### src/rtl/ahb_apb_ctrl_if.sv
// AHB-Lite slave-side and APB master-side signal bundle for the AHB-to-APB bridge controller.
// The slave modport is the controller's view; the master modport is the bridge top / bench view.
interface ahb_apb_ctrl_if #(
    parameter int ADDR_W     = 32,
    parameter int DATA_W     = 32,
    parameter int NUM_SLAVES = 3
);
    logic [1:0]            Htrans;
    logic                  Hwrite;
    logic [ADDR_W-1:0]     Haddr;
    logic [DATA_W-1:0]     Hwdata;
    logic [2:0]            Hsize;
    logic                  Hreadyin;
    logic                  Hreadyout;
    logic [1:0]            Hresp;
    logic [DATA_W-1:0]     Hrdata;
    logic [NUM_SLAVES-1:0] Psel;
    logic                  Penable;
    logic                  Pwrite;
    logic [ADDR_W-1:0]     Paddr;
    logic [DATA_W-1:0]     Pwdata;
    logic [DATA_W-1:0]     Prdata;
    logic                  Pready;
    logic                  Pslverr;

    modport slave (
        input  Htrans, Hwrite, Haddr, Hwdata, Hsize, Hreadyin, Prdata, Pready, Pslverr,
        output Hreadyout, Hresp, Hrdata, Psel, Penable, Pwrite, Paddr, Pwdata
    );

    modport master (
        output Htrans, Hwrite, Haddr, Hwdata, Hsize, Hreadyin, Prdata, Pready, Pslverr,
        input  Hreadyout, Hresp, Hrdata, Psel, Penable, Pwrite, Paddr, Pwdata
    );
endinterface

### src/rtl/ahb_apb_ctrl.sv
// AHB-Lite to APB bridge controller FSM: decodes the slave, runs SETUP/ENABLE, stalls AHB and returns data/response.
// Optional macro AHB_APB_PSLVERR_EN turns an APB Pslverr into a two-cycle AHB ERROR response.
module ahb_apb_ctrl #(
    parameter int ADDR_W     = 32,
    parameter int DATA_W     = 32,
    parameter int NUM_SLAVES = 3
) (
    input  logic Hclk,
    input  logic Hreset,
    ahb_apb_ctrl_if.slave bus
);
    localparam logic [1:0] RESP_OKAY = 2'b00;
    localparam logic [1:0] RESP_ERR  = 2'b01;

    typedef enum logic [2:0] {IDLE, WWAIT, SETUP, ENABLE, ERR1, ERR2} state_t;

    state_t              state_q, state_d;
    logic [ADDR_W-1:0]   paddr_q, paddr_d;
    logic                pwrite_q, pwrite_d;
    logic [DATA_W-1:0]   pwdata_q, pwdata_d;
    logic [3:0]          idx_q, idx_d;

    logic                valid_xfer;
    logic                legal_xfer;
    logic                slverr;
    logic                accept;
    logic                sel_en;
    logic                hreadyout;
    logic [1:0]          hresp;
    logic                penable;
    logic [DATA_W-1:0]   hrdata;
    logic [NUM_SLAVES-1:0] psel;

    assign valid_xfer = bus.Hreadyin & bus.Htrans[1];
    assign legal_xfer = (bus.Haddr[31:28] == 4'h8)
                     && ({1'b0, bus.Haddr[27:24]} < 5'(NUM_SLAVES))
                     && (bus.Hsize <= 3'b010);

`ifdef AHB_APB_PSLVERR_EN
    assign slverr = bus.Pslverr;
`else
    // Pslverr is deliberately ignored in this build; the port stays for a uniform bridge top.
    logic unused_pslverr;
    assign unused_pslverr = bus.Pslverr;
    assign slverr = 1'b0;
`endif

    always_comb begin
        state_d   = state_q;
        paddr_d   = paddr_q;
        pwrite_d  = pwrite_q;
        pwdata_d  = pwdata_q;
        idx_d     = idx_q;
        hreadyout = 1'b1;
        hresp     = RESP_OKAY;
        penable   = 1'b0;
        sel_en    = 1'b0;
        hrdata    = '0;
        accept    = 1'b0;

        case (state_q)
            IDLE: accept = 1'b1;
            WWAIT: begin
                hreadyout = 1'b0;
                pwdata_d  = bus.Hwdata;
                state_d   = SETUP;
            end
            SETUP: begin
                hreadyout = 1'b0;
                sel_en    = 1'b1;
                state_d   = ENABLE;
            end
            ENABLE: begin
                sel_en  = 1'b1;
                penable = 1'b1;
                if (!bus.Pready) begin
                    hreadyout = 1'b0;
                end else if (slverr) begin
                    hreadyout = 1'b0;
                    hresp     = RESP_ERR;
                    state_d   = ERR2;
                end else begin
                    hrdata = bus.Prdata;
                    accept = 1'b1;
                end
            end
            ERR1: begin
                hreadyout = 1'b0;
                hresp     = RESP_ERR;
                state_d   = ERR2;
            end
            ERR2: begin
                hresp  = RESP_ERR;
                accept = 1'b1;
            end
            default: state_d = IDLE;
        endcase

        // Completion points double as address-phase decode so back-to-back transfers skip IDLE.
        if (accept) begin
            if (valid_xfer) begin
                if (legal_xfer) begin
                    paddr_d  = bus.Haddr;
                    pwrite_d = bus.Hwrite;
                    idx_d    = bus.Haddr[27:24];
                    state_d  = bus.Hwrite ? WWAIT : SETUP;
                end else begin
                    state_d = ERR1;
                end
            end else begin
                state_d = IDLE;
            end
        end
    end

    always_comb begin
        psel = '0;
        if (sel_en) begin
            for (int i = 0; i < NUM_SLAVES; i++) begin
                psel[i] = (idx_q == 4'(i));
            end
        end
    end

    always_ff @(posedge Hclk) begin
        if (Hreset) begin
            state_q  <= IDLE;
            paddr_q  <= '0;
            pwrite_q <= 1'b0;
            pwdata_q <= '0;
            idx_q    <= '0;
        end else begin
            state_q  <= state_d;
            paddr_q  <= paddr_d;
            pwrite_q <= pwrite_d;
            pwdata_q <= pwdata_d;
            idx_q    <= idx_d;
        end
    end

    assign bus.Hreadyout = hreadyout;
    assign bus.Hresp     = hresp;
    assign bus.Hrdata    = hrdata;
    assign bus.Psel      = psel;
    assign bus.Penable   = penable;
    assign bus.Pwrite    = pwrite_q;
    assign bus.Paddr     = paddr_q;
    assign bus.Pwdata    = pwdata_q;
endmodule

### src/flat_wrapper.sv
// flat-port wrapper written by rule: the top's interface ports become plain ports
module ahb_apb_ctrl_flat 
#(
    parameter int ADDR_W     = 32,
    parameter int DATA_W     = 32,
    parameter int NUM_SLAVES = 3
)
  (Hclk, Hreset, bus_Htrans, bus_Hwrite, bus_Haddr, bus_Hwdata, bus_Hsize, bus_Hreadyin, bus_Prdata, bus_Pready, bus_Pslverr, bus_Hreadyout, bus_Hresp, bus_Hrdata, bus_Psel, bus_Penable, bus_Pwrite, bus_Paddr, bus_Pwdata);
  ahb_apb_ctrl_if #(.ADDR_W(ADDR_W), .DATA_W(DATA_W), .NUM_SLAVES(NUM_SLAVES)) bus_i ();
  input  logic Hclk;
  input  logic Hreset;
  input wire logic [$bits(bus_i.Htrans)-1:0] bus_Htrans;
  input wire logic [$bits(bus_i.Hwrite)-1:0] bus_Hwrite;
  input wire logic [$bits(bus_i.Haddr)-1:0] bus_Haddr;
  input wire logic [$bits(bus_i.Hwdata)-1:0] bus_Hwdata;
  input wire logic [$bits(bus_i.Hsize)-1:0] bus_Hsize;
  input wire logic [$bits(bus_i.Hreadyin)-1:0] bus_Hreadyin;
  input wire logic [$bits(bus_i.Prdata)-1:0] bus_Prdata;
  input wire logic [$bits(bus_i.Pready)-1:0] bus_Pready;
  input wire logic [$bits(bus_i.Pslverr)-1:0] bus_Pslverr;
  output wire logic [$bits(bus_i.Hreadyout)-1:0] bus_Hreadyout;
  output wire logic [$bits(bus_i.Hresp)-1:0] bus_Hresp;
  output wire logic [$bits(bus_i.Hrdata)-1:0] bus_Hrdata;
  output wire logic [$bits(bus_i.Psel)-1:0] bus_Psel;
  output wire logic [$bits(bus_i.Penable)-1:0] bus_Penable;
  output wire logic [$bits(bus_i.Pwrite)-1:0] bus_Pwrite;
  output wire logic [$bits(bus_i.Paddr)-1:0] bus_Paddr;
  output wire logic [$bits(bus_i.Pwdata)-1:0] bus_Pwdata;
  assign bus_i.Htrans = bus_Htrans;
  assign bus_i.Hwrite = bus_Hwrite;
  assign bus_i.Haddr = bus_Haddr;
  assign bus_i.Hwdata = bus_Hwdata;
  assign bus_i.Hsize = bus_Hsize;
  assign bus_i.Hreadyin = bus_Hreadyin;
  assign bus_i.Prdata = bus_Prdata;
  assign bus_i.Pready = bus_Pready;
  assign bus_i.Pslverr = bus_Pslverr;
  assign bus_Hreadyout = bus_i.Hreadyout;
  assign bus_Hresp = bus_i.Hresp;
  assign bus_Hrdata = bus_i.Hrdata;
  assign bus_Psel = bus_i.Psel;
  assign bus_Penable = bus_i.Penable;
  assign bus_Pwrite = bus_i.Pwrite;
  assign bus_Paddr = bus_i.Paddr;
  assign bus_Pwdata = bus_i.Pwdata;
  ahb_apb_ctrl #(.ADDR_W(ADDR_W), .DATA_W(DATA_W), .NUM_SLAVES(NUM_SLAVES)) u_core (.Hclk(Hclk), .Hreset(Hreset), .bus(bus_i));
endmodule
### config.mk
export PLATFORM = sky130hd
export DESIGN_NAME = ahb_apb_ctrl_flat
export DESIGN_NICKNAME = d
export VERILOG_FILES = /design/src/rtl/ahb_apb_ctrl_if.sv /design/src/rtl/ahb_apb_ctrl.sv /design/src/flat_wrapper.sv
export SDC_FILE = /design/constraint.sdc
export NUM_CORES = 1
export LEC_CHECK = 0
export BUFFER_PORTS_ARGS = -buffer_cell sky130_fd_sc_hd__clkbuf_2
export CAP_MARGIN = 40
export CORE_ASPECT_RATIO = 0.75
export CORE_MARGIN = 10
export CORE_UTILIZATION = 40
export CTS_BUF_LIST = sky130_fd_sc_hd__clkbuf_2
export DETAILED_ROUTE_END_ITERATION = 12
export GPL_ROUTABILITY_DRIVEN = 1
export PLACE_DENSITY = 0.79
export SYNTH_ARGS = -nofsm -noshare
export SYNTH_HDL_FRONTEND = slang
export SYNTH_SLANG_ARGS = --single-unit
### constraint.sdc
create_clock -name Hclk -period 2.1 [get_ports Hclk]
set_input_delay 0.42 -clock Hclk [delete_from_list [all_inputs] [get_ports Hclk]]
set_output_delay 0.42 -clock Hclk [all_outputs]
set_load 0.03 [all_outputs]
==> results list <==
- Counting flops with a built-in enable in the synthesized netlist gives 0.
* Power density over the cells: 586.1 nW/µm²
- Cell count of the worst reg-to-reg path: 6
* Upper clock frequency limit: 0.4866 GHz
* Setup repair after global routing missed its margin: yes
* Total CTS buffers: 9
* Vertical extent of the die: 94.01 µm
- Chip Width: 118.7 µm
- Violation count after the first detailed-route iteration: 149
- Pin count of the biggest net entering global routing: 69
- Clock-pin slew on the worst setup and hold paths: 220 ps
* Global placement routability congestion: 0.8120
- Data on the critical path arrives at its endpoint at 1640 ps.
* Drt wl/cell: 16.94 µm
- The path with the worst hold slack has its endpoint at u_core.bus.Pwdata[6].
- The net count of the finished layout is 662.
- Synthesis produced a netlist with a net count of 461.
- Cell taking the most area after synthesis: dfxtp_1
- After layout, the minimum clock period comes to 2055 ps.
* Total grt overflow: 0
- Max-cap violations: 0
- Along the worst path, the maximum fanout reaches 32.
- Total Routed Length: 11150 µm
- In this run the remaining antenna-violating nets after routing total 0.
- Reg-to-reg critical path startpoint: u_core.state_q[0]
* Number of diodes added for antenna fixing: 0
- Counting the fill cells in the layout gives 632.
- Worst Setup End Kind: primary output
* Critical path required time: 1680 ps
- Worst hold path class: in2reg
- The number of max-slew violations in the final report is 0.
- Worst setup slack for register-to-register paths: 300 ps
- Starting density of the core: 41.97%
- Minimum setup slack in the final design: 44.93 ps
- Top-area cell type share of the netlist area: 46.60%
- Share of layout cells above drive strength 1: 47.68%
- The worst setup path is launched from a register.
- Detailed placement ended at an HPWL of 8532 µm.
* Type of the worst setup path: reg2out
- The worst register-to-register path ends at u_core.bus.Paddr[10].
* Mean post-synth cell area: 8.253 µm²
- Counting tap cells, the placed design contains a total of 638 instances.
- Die Footprint: 11160 µm²
- The finished layout holds 658 standard cells, fillers aside.
* Clock Latency Late Sink: 510 ps
* Clock sinks: 68
- Across every metal layer, demand over resource in global routing totals 18.44%.
- In this run the number of H-tree levels came out at 3.
- DRC violation count after routing: 0
- Warnings, synthesis: 0
- Across the VDD grid, the largest voltage drop is 281.6 µV.
- Place WS: 182.9 ps
- Hold timing on the final database bottoms out at a slack of 93.51 ps.
* Core area: 6962 µm²
- The number of antenna violations at the first check in global routing is 0.
* Total power of the final layout: 0.002589 W
* Worst hold path depth: 3
* Wire length of the first global-routing pass: 16820 µm
- Yosys mapped the design onto 34 distinct sky130hd cell types.
- For this design the top-level I/O count stands at 211.
* Worst Hold Launch: bus_Hwdata[6]
* Status: completed
* Top cell types by occurrence after synthesis: dfxtp_1 (68), nand2_1 (65), a21oi_1 (57)
* Share of the clock period used by the worst path: 97.86%
- Number of global-route vias before repair: 3262
- Via Count: 3234
- Most area-consuming cells after synthesis: dfxtp_1 (47%), a21oi_1 (9.8%), nand2_1 (8.4%)
* Maximum buffer depth of the clock tree: 2
- Fraction of synthesis flops using an asynchronous set or reset pin: 0%
* P_leak: 2.012 nW
- Post-Synthesis Cell Area: 2922 µm²
- Yosys reg bits: 68
* Count of mapped cells out of synthesis: 354
- Sequential cells were found to cover 46.60% of the synthesized design area.
- FP Rows: 26
* Count of endpoints failing setup in the final report: 0
* Predominant post-synthesis flop cell: dfxtp_1
- Dividing the detail-routed via count by the number of cells gives 4.915.
- Final hold viol count: 0
- Before antenna repair, the detailed router went through 4 iterations.
- In this run the clock root is driven by a clkbuf_2.
- Count leader, synth: dfxtp_1
- Clock skew on the completed layout was measured at 34.35 ps.
* CTS tree: yes
- Number of I/O port buffers: 207
* Area delta synth->final: 51.22%
==> flip-flops by register name, summed over array words and instances (netlist names) <==
register	flops
u_core.state_q	3
u_core.bus.Pwdata	32
u_core.bus.Paddr	29
u_core.bus.Pwrite	1
u_core.idx_q	3
==> how the worst max path moves through the flow <==
stage	cells after the start	startpoint	end
after floorplan	5	u_core.state_q[2]	bus_Psel[0]
after global placement	5	bus_Pready	bus_Hrdata[11]
after detailed placement	6	bus_Haddr[27]	u_core.bus.Paddr[29]
after CTS	4	u_core.state_q[2]	bus_Hrdata[23]
after global routing	4	u_core.state_q[1]	bus_Hrdata[1]
final	4	u_core.state_q[1]	bus_Hrdata[17]
==> kinds of logic after synthesis <==
kind of cell,after synthesis,synth area share [%]
buf+inv,36,7.023
compound gates,96,20.30
flops,68,46.60
other cells,1,0.1284
simple gates,153,25.95
==> critical path, cell delays in order (launching register included) <==
cell and delay (ps):
dfxtp_4 410, and4b_2 270, buf_12 160, and2_1 160
buf_6 140
==> cell usage in the layout (no fill, tap or decap), types with 5 or more instances in the layout <==
cell type / instances
nand2_1: 65
nor3b_1: 5
a21oi_1: 57
buf_4: 17
nand3_1: 28
o21ai_0: 19
nor2_1: 7
dfxtp_1: 65
buf_6: 29
clkbuf_2: 182
o21ai_2: 9
a21oi_2: 6
and2_1: 30
==> metrics by stage <==
step	cell area, µm²	setup TNS, ps	util [%]
2_1_floorplan	2922	0	-
3_3_place_gp	4035	0	57.96
3_5_place_dp	4035	0	57.96
4_1_cts	4248	-0.07205	61.02
5_1_grt	4418	-1372	63.46
6_report	4418	0	63.46
==> report_power, final <==
part	switching [W]	total [W]	internal, W
combinational	0.000298	0.000486	0.000187
clock	0.000483	0.000752	0.000269
sequential	0.0000210	0.00135	0.00133
total	0.000802	0.00259	0.00179
==> final cells by class <==
cell class | count | area, µm² | area share (%)
Timing Repair Buffer | 224 | 1415 | 32.03
Multi-Input combinational cell | 250 | 1391 | 31.49
Sequential cell | 68 | 1370 | 31.01
Tap cell | 98 | 122.6 | 2.775
Clock inverter | 7 | 66.31 | 1.501
Clock buffer | 9 | 45.04 | 1.020
Inverter | 2 | 7.507 | 0.1699
==> routing by layer <==
layer,track usage [%],wire length [µm],up-vias
li1,-,-,1590
met1,18.44,4180,1474
met2,33.73,5699,157
met3,8.829,1135,13
met4,5.274,129,0
met5,0,0,-
==> what timing repair did <==
item,4_1_cts,5_1_grt
setup endpoints to repair,36,36
hold buffers,0,0
buffers inserted,3,1
endpoints found under the hold margin,0,0
resized for setup,29,95
pin swaps,1,4
No activity file was read; power rests on OpenSTA's default activity.
